--- config.mk ---
export PLATFORM = sky130hd
export DESIGN_NAME = ctrl_pipe
export DESIGN_NICKNAME = d
export VERILOG_FILES = /design/src/rtl/ctrl_pipe.sv
export SDC_FILE = /design/constraint.sdc
export NUM_CORES = 1
export LEC_CHECK = 0
export ABC_CLOCK_PERIOD_IN_PS = 800
export CAP_MARGIN = 20
export CORE_MARGIN = 10
export CORE_UTILIZATION = 55
export CTS_CLUSTER_DIAMETER = 150
export DETAILED_ROUTE_END_ITERATION = 7
export DONT_BUFFER_PORTS = 1
export GPL_TIMING_DRIVEN = 0
export PLACE_DENSITY = 0.77
export SLEW_MARGIN = 20
export SYNTH_ARGS = -nofsm -noshare
export SYNTH_HDL_FRONTEND = slang
export SYNTH_SLANG_ARGS = --single-unit
--- constraint.sdc ---
create_clock -name clk -period 0.8 [get_ports clk]
set_input_delay 0.08 -clock clk [delete_from_list [all_inputs] [get_ports clk]]
set_output_delay 0.08 -clock clk [all_outputs]
set_load 0.01 [all_outputs]
--- src/rtl/ctrl_pipe.sv ---
// ctrl_pipe: control-word pipeline (stage 0 = ID/EX onward) with per-stage flush, global hold and stage-0 bubble.
// Define CTRL_PIPE_PERF_EN to build the saturating bubble counter; otherwise bubble_count is tied to zero.
module ctrl_pipe #(
  parameter int unsigned CTRL_W = 14,
  parameter int unsigned STAGES = 3
) (
  input  logic                     clk,
  input  logic                     reset,
  input  logic [CTRL_W-1:0]        ctrl_in,
  input  logic                     valid_in,
  input  logic                     bubble,
  input  logic                     hold,
  input  logic [STAGES-1:0]        flush,
  input  logic                     clr_count,
  output logic [STAGES*CTRL_W-1:0] ctrl_out,
  output logic [STAGES-1:0]        valid_out,
  output logic [15:0]              bubble_count
);

  localparam int unsigned CNT_W = 16;

  logic [CTRL_W-1:0] word_q [STAGES];
  logic [CTRL_W-1:0] word_d [STAGES];
  logic [STAGES-1:0] valid_q;
  logic [STAGES-1:0] valid_d;

  // Per-stage priority: flush, then hold, then bubble (stage 0), then advance.
  always_comb begin
    for (int i = 0; i < STAGES; i++) begin
      word_d[i]  = word_q[i];
      valid_d[i] = valid_q[i];
    end
    if (flush[0]) begin
      word_d[0]  = '0;
      valid_d[0] = 1'b0;
    end else if (!hold) begin
      if (bubble) begin
        word_d[0]  = '0;
        valid_d[0] = 1'b0;
      end else begin
        word_d[0]  = valid_in ? ctrl_in : '0;
        valid_d[0] = valid_in;
      end
    end
    for (int i = 1; i < STAGES; i++) begin
      if (flush[i]) begin
        word_d[i]  = '0;
        valid_d[i] = 1'b0;
      end else if (!hold) begin
        word_d[i]  = word_q[i-1];
        valid_d[i] = valid_q[i-1];
      end
    end
  end

  always_ff @(posedge clk or negedge reset) begin
    if (!reset) begin
      for (int i = 0; i < STAGES; i++) word_q[i] <= '0;
      valid_q <= '0;
    end else begin
      for (int i = 0; i < STAGES; i++) word_q[i] <= word_d[i];
      valid_q <= valid_d;
    end
  end

  always_comb begin
    ctrl_out = '0;
    for (int i = 0; i < STAGES; i++) ctrl_out[i*CTRL_W +: CTRL_W] = word_q[i];
  end

  assign valid_out = valid_q;

`ifdef CTRL_PIPE_PERF_EN
  logic [CNT_W-1:0] cnt_q;
  logic [CNT_W-1:0] cnt_d;

  // Clear wins over increment; count saturates instead of wrapping.
  always_comb begin
    cnt_d = cnt_q;
    if (clr_count) begin
      cnt_d = '0;
    end else if (bubble && !hold && !flush[0] && (cnt_q != {CNT_W{1'b1}})) begin
      cnt_d = cnt_q + CNT_W'(1);
    end
  end

  always_ff @(posedge clk or negedge reset) begin
    if (!reset) cnt_q <= '0;
    else        cnt_q <= cnt_d;
  end

  assign bubble_count = cnt_q;
`else
  logic unused_clr;
  assign unused_clr   = clr_count;
  assign bubble_count = CNT_W'(0);
`endif

endmodule

==> key figures, run 1 <==
Outcome
  – Outcome: complete, but fails checks
  – Failing checks: negative hold slack, negative setup slack

STA
  – Final Cycle Share: 103.4%
  – Final Skew: 4.088 ps
  – Worst hold slack: -523.7 ps
  – RSZ-0062 raised after global routing: yes
  – Tmin final: 827.6 ps
  – Final Slew Violations: 0
  – Final worst setup slack: -27.59 ps
  – Setup violators final: 28
  – Final Hold Vio Count: 45
  – Fmax: 1208 MHz

Placed design
  – GPL Wtd Cong: 0.7459
  – IO buf count: 0
  – Placement Setup Slack: -36.73 ps
  – Post-DP HPWL: 3854 um

Worst setup path
  – Worst endpoint required time: 720 ps
  – CP Capture Type: output port
  – CP Launch Type: flip-flop
  – WS Path Type: reg2out
  – Crit-path max FO: 3
  – Crit path DAT: 750 ps

Global route
  – Vias in the first global route: 1515
  – First-pass GRT wire length: 7838 um
  – Initial antenna violation count: 0
  – Total track usage: 15.68%
  – Grt total ovfl: 0
  – Largest net degree at the start of global routing: 46

Floorplan
  – Rows: 22
  – DIE AREA: 6556 um^2
  – Initial Util: 56.27%
  – Ports: 84
  – Chip width: 80.97 um
  – Core area: 3633 um^2
  – Die extent in y: 80.97 um

Drt
  – # DRC: 0
  – DRT antenna net count: 0
  – Total wire length: 4833 um
  – Vias post-DR: 1394
  – Drt pass-1 iters: 4
  – Initial DRC Count: 85
  – Routed len/inst: 17.97 um
  – Via/cell ratio: 5.182

Clocking
  – Post-CTS Setup Repair Bufs: 0
  – H-tree lvl count: 2
  – CTS Buf Count: 5
  – CTS tree: built
  – Clock root cell: clkbuf_8
  – Worst skew pair latency: 290 ps
  – Reg clk slew, reported paths: 70 ps
  – Clock Path Buffers: 2
  – Clk sinks: 45

Synth
  – Synthesized cell area: 2044 um^2
  – Synth area leaders: dfrtp_1 (55%), mux2i_1 (15%), nand4bb_1 (7.7%), buf_4 (6.6%), nor2_1 (5.5%)
  – Syn_area_per_cell: 11.49 um^2
  – Post-synthesis sequential area ratio: 55.08%
  – Netlist cell types: 13
  – Fraction of registers with async set/reset: 100.0%
  – EDFF count, synth: 0
  – Synthesized flop and latch total: 45
  – Synth warn: 0
  – Most frequent cells after synthesis: dfrtp_1 (45), mux2i_1 (30), nor2_1 (30)
  – Synth area leader: dfrtp_1
  – Post-synth top flop: dfrtp_1
  – Cells after synthesis: 178
  – Yosys top cell area share: 55.08%
  – Most frequently used cell type in the post-synthesis netlist: dfrtp_1

Cells and area
  – Fin nets: 244
  – Fraction of layout cells with a size suffix above 1: 24.43%
  – Area growth, synth to finish: 22.34%
  – # diodes: 0

Run
  – Max-cap viol count: 0

Power
  – Clock power share: 32.5%
  – Pleak: 0.001199 uW
  – Switching Fraction: 21.77%
  – Psw: 897.2 uW
  – Pwr dens: 1648 nW/um^2
  – Logic pwr share: 10.2%
  – Peak supply drop: 652.7 uV
  – Internal: 3224 uW
  – Part of the power in registers: 57.2%

Worst hold path
  – Worst hold path class: in2async
[flip-flops by register name (all words and copies together), names as in the netlist]
signal	count
ctrl_out	42
valid_out	3
[power by group through the flow]
stage	Sequential, uW	Combinational [uW]	Clock (uW)
after floorplan	2380	283	0
after global placement	2400	304	0
after detailed placement	2400	314	0
after CTS	2360	408	1390
after global routing	2360	465	1500
final	2360	422	1340
[path summary, 6_finish.rpt]
path                                           from                  endpoint  slack (ps)  depth (start not counted)
setup reg to reg           ctrl_out[24]$_DFFE_PN0P_  ctrl_out[24]$_DFFE_PN0P_           0                          2
min in group clk                           valid_in   ctrl_out[8]$_DFFE_PN0P_          80                          3
max in group asynchronous                     reset  ctrl_out[14]$_DFFE_PN0P_        1230                          0
hold reg to reg            ctrl_out[22]$_DFFE_PN0P_  ctrl_out[36]$_DFFE_PN0P_         600                          2
setup / recovery           ctrl_out[17]$_DFFE_PN0P_              ctrl_out[17]         -30                          0
hold / removal                                reset  ctrl_out[19]$_DFFE_PN0P_        -520                          0
[repair_timing]
action | in CTS | in global routing
pin swaps | 0 | 10
cloned | 0 | 0
hold buffers | 20 | 1
endpoints found under the hold margin | 70 | 46
setup endpoints to repair | 49 | 74
gates resized for setup | 15 | 12
[cell type report]
type	instances	area [um^2]
buffer	27	203.9
clock buffer	7	86.33
fill	321	1132
multi-input combinational	121	778.2
sequential	45	1155
tap	48	60.06
timing repair buffer	21	217.7
[layout by cell type (no fill, tap or decap)]
master / count
or3b_1: 1
nor2_1: 30
dlymetal6s4s_1: 3
a21oi_1: 13
mux2i_1: 30
dfrtp_2: 23
buf_4: 17
nand4bb_1: 14
clkbuf_8: 6
buf_6: 5
dfrtp_1: 22
buf_2: 1
dlygate4sd3_1: 18
clkbuf_1: 5
nand2_1: 15
conb_1: 16
a21oi_2: 2
[layer usage]
metal | routed length (um) | up-vias | GRT usage (%)
met5 | 0 | - | 0
met4 | 151 | 0 | 10.21
met1 | 1646 | 679 | 15.40
met3 | 408 | 11 | 5.408
met2 | 2626 | 48 | 27.55
li1 | - | 656 | -
[through the flow]
| step | power [uW] | area (um^2) | std cells | TNS, ps | util, % |
|---|---|---|---|---|---|
| after floorplan | 2667 | 2105 | 193 | 0 | - |
| after global placement | 2702 | 2165 | 241 | -5.151 | 59.57 |
| after detailed placement | 2714 | 2165 | 241 | -280.9 | 59.57 |
| after CTS | 4156 | 2470 | 268 | -954.6 | 67.98 |
| after global routing | 4323 | 2501 | 269 | -2301 | 68.84 |
| final | 4121 | 2501 | 269 | -437.2 | 68.84 |
[logic make-up (layout without fill, tap and decap cells)]
| group | count (synthesis) | after routing | synth area share [%] |
|---|---|---|---|
| and+or+nand+nor | 60 | 60 | 16.40 |
| DFF | 45 | 45 | 55.08 |
| muxes | 30 | 30 | 14.69 |
| buffers and inverters | 27 | 55 | 9.791 |
| AOI/OAI and AO/OA | 15 | 15 | 3.856 |
| other | 1 | 16 | 0.1834 |
Power figures use the tool's default switching activity.
==> inputs of run 2 (changes only) <==
Settings changed: SLEW_MARGIN 20 to 40.
==> results of run 2 <==
Final layout, timing and power as in run 1 (identical DEF).
==> variant 1, RTL diff (config.mk and constraints of run 2) <==
Register the inputs `ctrl_in` and `valid_in` before use, without a reset. The logic sees them one clock later. The other inputs are not delayed to match.
--- a/src/rtl/ctrl_pipe.sv
+++ b/src/rtl/ctrl_pipe.sv
@@ -20,4 +20,12 @@
   localparam int unsigned CNT_W = 16;
 
+  logic [CTRL_W-1:0] ctrl_q;
+  logic valid_r;
+
+  always_ff @(posedge clk) begin
+    ctrl_q  <= ctrl_in;
+    valid_r <= valid_in;
+  end
+
   logic [CTRL_W-1:0] word_q [STAGES];
   logic [CTRL_W-1:0] word_d [STAGES];
@@ -39,6 +47,6 @@
         valid_d[0] = 1'b0;
       end else begin
-        word_d[0]  = valid_in ? ctrl_in : '0;
-        valid_d[0] = valid_in;
+        word_d[0]  = valid_r ? ctrl_q : '0;
+        valid_d[0] = valid_r;
       end
     end
Behaviour: not the same (Yosys sat finds a counterexample within 4 cycles, from zero or initial values and one cycle with reset low).
==> variant 1 against run 2 <==
The run still ends with hold timing, setup timing left; worst setup slack got worse by 180 ps; worst hold slack worse by 36 ps; global-route usage shrank 0.96 points; synthesized area up 15%; total power up 44%; maximum frequency fell by 17%; die area up 11%; combinational power increased by 2%; sequential cell count up 15; routed wire length is 11% higher; cell area up 16%; utilization rose by 2.7 points; critical path type is now flop to flop; largest cell class unchanged; highest routed layer unchanged.
==> variant 1: results (changes against run 2) <==
| Metric | Value |
|---|---|
| Outcome | `finished, violations left` |
| Failing checks | `hold timing, setup timing` |
| Fill cell count | `279 (-13%)` |
| Post-synthesis sequential area ratio | `60.8% (+5.8 points)` |
| TritonRoute pass-1 iters | `4 (unchanged)` |
| Layout Cells excl Fill | `297 (+10%)` |
| Setup_tns | `-3050 ps (-2610 ps)` |
| Crit path DAT | `1250 ps (+500 ps)` |
| Crit path setup slack, layout | `-203 ps (-175 ps)` |
| Distinct cell type count of the synthesized netlist | `14 (+1)` |
| GP Congestion | `0.717 (-3.8%)` |
| Top post-synthesis cells by area | `dfrtp_1 48%, dfxtp_1 13%, mux2i_1 13%, nand4bb_1 6.7%, buf_4 5.8%` |
| Post-DP HPWL | `3830 µm (-0.62%)` |
| Placed instance area | `2460 µm² (+14%)` |
| P_leak | `1.36 nW (+13%)` |
| Fraction of layout cells with a size suffix above 1 | `25.9% (+1.5 points)` |
| Worst-path fanout max | `4 (+1)` |
| Worst skew pair latency | `330 ps (+40 ps)` |
| Most frequent cells after synthesis | `45 x dfrtp_1, 30 x mux2i_1, 30 x nor2_1` |
| Total track usage | `14.7% (-0.96 points)` |
| Maximum VDD drop | `1630 µV (+150%)` |
| Routed length per instance | `18.0 µm (+0.19%)` |
| Die X | `85.3 µm (+5.3%)` |
| Vias per inst | `5.11 (-1.4%)` |
| Htree depth | `3 (+1)` |
| Worst Skew | `12.0 ps (+7.87 ps)` |
| Vias in the first global route | `1597 (+5.4%)` |
| First-pass GRT wire length | `8460 µm (+7.9%)` |
| Initial antenna violation count | `0 (unchanged)` |
| Clock transition at path regs | `70 ps (about the same)` |
| Ant. Diodes | `0 (unchanged)` |
| Switch share | `21.7% (-0.030 points)` |
| Placed instance count | `258 (+7.1%)` |
| Root buf cell | `clkbuf_8` |
| Ys Warns | `0 (unchanged)` |
| Hold_ws | `-559 ps (-35.7 ps)` |
| CTS buffer count | `9 (+4)` |
| Nets | `265 (+8.6%)` |
| Synthesized instance count | `193 (+8.4%)` |
| DRT iter0 DRCs | `72 (-15%)` |
| Asr flop ratio synth | `75.0% (-25 points)` |
| Final setup violation count | `59 (+110%)` |
| Fin. Hold Viols | `45 (unchanged)` |
==> variant 1: changes by cell type after synthesis <==
cell,delta
dfxtp_1,+15
==> variant 1: through the flow <==
stage	utilization (%)	worst slack [ps]
4_1_cts	70.2	-182
3_3_place_gp	60.7	-236
5_1_grt	71.5	-240
2_1_floorplan	-	-206
6_report	71.5	-203
3_5_place_dp	60.7	-253
==> variant 1: critical path, stage by stage, from the launching register on <==
cell     delay, ps
dfxtp_4        350
buf_6          100
or3b_4         370
a21oi_2        110
==> variant 1: cell type report <==
cell class | count | share of cell area, %
Timing Repair Buffer | 23 | 7.81
Clock buffer | 16 | 5.86
Tap cell | 50 | 2.16
Multi-Input combinational cell | 121 | 27.0
Buffer | 27 | 6.90
Sequential cell | 60 | 50.2
==> variant 1: worst paths after layout <==
path                                    startpoint                       end  slack (ps)  cells past startpoint
worst min register to register  ctrl_q[13]$_DFF_P_  ctrl_out[13]$_DFFE_PN0P_         470                      2
max in group asynchronous                    reset  ctrl_out[40]$_DFFE_PN0P_        1260                      0
worst max register to register     valid_r$_DFF_P_  valid_out[0]$_DFFE_PN0P_        -200                      3
worst min-delay path                         reset  valid_out[1]$_DFFE_PN0P_        -560                      0
worst max-delay path               valid_r$_DFF_P_  valid_out[0]$_DFFE_PN0P_        -200                      3
min in group clk                            bubble  valid_out[0]$_DFFE_PN0P_         130                      3
==> variant 1: routing by layer <==
layer | vias to the layer above | track usage [%] | share of wire, %
met4 | 0 | 8.38 | 2.1
met5 | - | 0 | 0
met1 | 721 | 14.2 | 36
met3 | 9 | 7.84 | 11
li1 | 718 | - | -
met2 | 70 | 24.6 | 50
==> variant 1: timing repair <==
action	CTS	global route
resized for setup	13	14
pin swaps	6	4
endpoints found under the hold margin	75	50
setup endpoints to repair	59	76
buffers inserted	2	1
hold buffers	18	2
==> variant 1: power by group through the flow <==
| stage | Combinational (mW) | Sequential [mW] | Clock (mW) |
|---|---|---|---|
| floorplan | 0.281 | 3.20 | 0 |
| global placement | 0.306 | 3.22 | 0 |
| detailed placement | 0.314 | 3.22 | 0 |
| CTS | 0.398 | 3.16 | 2.36 |
| global route | 0.471 | 3.17 | 2.52 |
| finish | 0.429 | 3.16 | 2.33 |
==> variant 1: kinds of logic after synthesis <==
| logic type | share of synthesized area, % |
|---|---|
| AOI/OAI and AO/OA | 3.36 |
| DFF | 60.8 |
| muxes | 12.8 |
| and+or+nand+nor | 14.3 |
| other | 0.160 |
| buffers and inverters | 8.54 |
==> variant 2, RTL diff (flow settings as in run 2) <==
Without the edit above. `STAGES`: 3 -> 6.
--- a/src/rtl/ctrl_pipe.sv
+++ b/src/rtl/ctrl_pipe.sv
@@ -3,5 +3,5 @@
 module ctrl_pipe #(
   parameter int unsigned CTRL_W = 14,
-  parameter int unsigned STAGES = 3
+  parameter int unsigned STAGES = 6
 ) (
   input  logic                     clk,
Interface: changed (resized ctrl_out, flush and valid_out); port bits go from 84 to 132. No check against the original RTL was run, so the function may have changed too.
==> variant 2 against run 2 <==
The flow still finishes with violations (hold timing, setup timing); routed wire length grew 86%; cell area grew 80%; worst setup slack lost 71 ps; via count grew 75%; die area increased by 64%; total power grew 99%; sequential cell count rose by 45; synthesized area rose by 88%; sequential share of layout area up 5.4 points; first-iteration DRC count down 32%; critical path type unchanged; largest power group unchanged; highest routed layer unchanged.
==> variant 2: results (changes against run 2) <==
| Metric | Value |
|---|---|
| Outcome | `finished, violations left` |
| Failing checks | `hold timing, setup timing` |
| Met3 wire len | `1080 µm (+160%)` |
| Met1 usage | `17.0% (+1.6 points)` |
| Max FFs per register | `84 (+100%)` |
| Post-DP HPWL | `6630 µm (+72%)` |
| Met2 Use GR | `27.3% (-0.30 points)` |
| Post-CTS Hold Buffers | `24 (+20%)` |
| Crit path DAT | `820 ps (+70 ps)` |
| Htree depth | `3 (+1)` |
| Hold_ws | `-583 ps (-59.6 ps)` |
| Compound-Gate Fraction of Synth Area | `1.95% (-1.9 points)` |
| Post-synthesis sequential area ratio | `58.6% (+3.5 points)` |
| Setup_tns | `-6200 ps (-5770 ps)` |
| Post-cts sizing count | `29 (+14)` |
| CTS sink cnt | `90 (+100%)` |
| Total track usage | `16.4% (+0.74 points)` |
| DRT iter0 DRCs | `58 (-32%)` |
| Comb_multi_in | `211 (+74%)` |
| Fraction of area in registers | `51.6% (+5.4 points)` |
| Routed length per instance | `19.1 µm (+6.5%)` |
| Crit path setup slack, layout | `-98.6 ps (-71.1 ps)` |
| Placed instance count | `432 (+79%)` |
| Die X | `104 µm (+28%)` |
| Most frequent cells after synthesis | `90 x dfrtp_1, 75 x mux2i_1, 75 x nor2_1` |
| Fin. Hold Viols | `90 (+100%)` |
| Fraction of layout cells with a size suffix above 1 | `25.9% (+1.5 points)` |
| DR WL met2 | `4570 µm (+74%)` |
| Sw Pwr | `1.80 mW (+100%)` |
| Metal-1 WL | `3240 µm (+97%)` |
| Met3 usage | `9.11% (+3.7 points)` |
| Reg2Reg Capture Point | `ctrl_out[32]$_DFFE_PN0P_` |
| Crit path to | `ctrl_out[31]` |
| Maximum VDD drop | `1060 µV (+63%)` |
| CTS buffer count | `9 (+4)` |
| Vias per inst | `5.18 (about the same)` |
| Post-synthesis area per instance | `12.0 µm² (+4.2%)` |
| Setup bufs post-CTS | `0 (unchanged)` |
| Mux contribution to synthesized area | `19.5% (+4.8 points)` |
| # clk buffers | `12 (+5)` |
| Via count | `2434 (+75%)` |
| Placed instance area | `4020 µm² (+86%)` |
| ClkCell Share | `4.11% (+0.66 points)` |
| Nets | `396 (+62%)` |
| P_leak | `2.16 nW (+81%)` |
| NonClk Buf Share | `10.8% (-6.1 points)` |
| Vias in the first global route | `2520 (+66%)` |
| First-pass GRT wire length | `14200 µm (+82%)` |
| Worst Skew | `10.2 ps (+6.16 ps)` |
| Final setup violation count | `96 (+240%)` |
| Footprint of the multi-input gates | `1390 µm² (+79%)` |
| Fill cell count | `522 (+63%)` |
| Top post-synthesis cells by area | `dfrtp_1 59%, mux2i_1 20%, nor2_1 7.3%, buf_4 4.9%, nand4bb_1 4.1%` |
variant 2: changes by cell type after synthesis, sizes merged:
| cell | before | now |
|---|---|---|
| dfrtp | 45 | 90 |
| mux2i | 30 | 75 |
| nor2 | 30 | 75 |
| buf | 23 | 28 |
| clkbuf | 4 | 7 |
variant 2: power by group through the flow:
stage | combinational (mW) | clock [mW] | sequential (mW)
after floorplan | 0.408 | 0 | 4.71
after global placement | 0.457 | 0 | 4.72
after detailed placement | 0.463 | 0 | 4.73
after CTS | 0.581 | 3.01 | 4.63
after global routing | 0.637 | 3.22 | 4.64
final | 0.587 | 2.96 | 4.63
variant 2: stage by stage:
stage               utilization, %  hold WS, ps  setup WS [ps]  total power [mW]
finish                        66.3         -583          -98.6              8.18
detailed placement            59.2         -213          -99.6              5.19
global placement              59.2         -213          -64.1              5.18
floorplan                        -         -216           30.7              5.12
CTS                           65.9         -597           -113              8.23
global route                  66.3         -604           -116              8.49
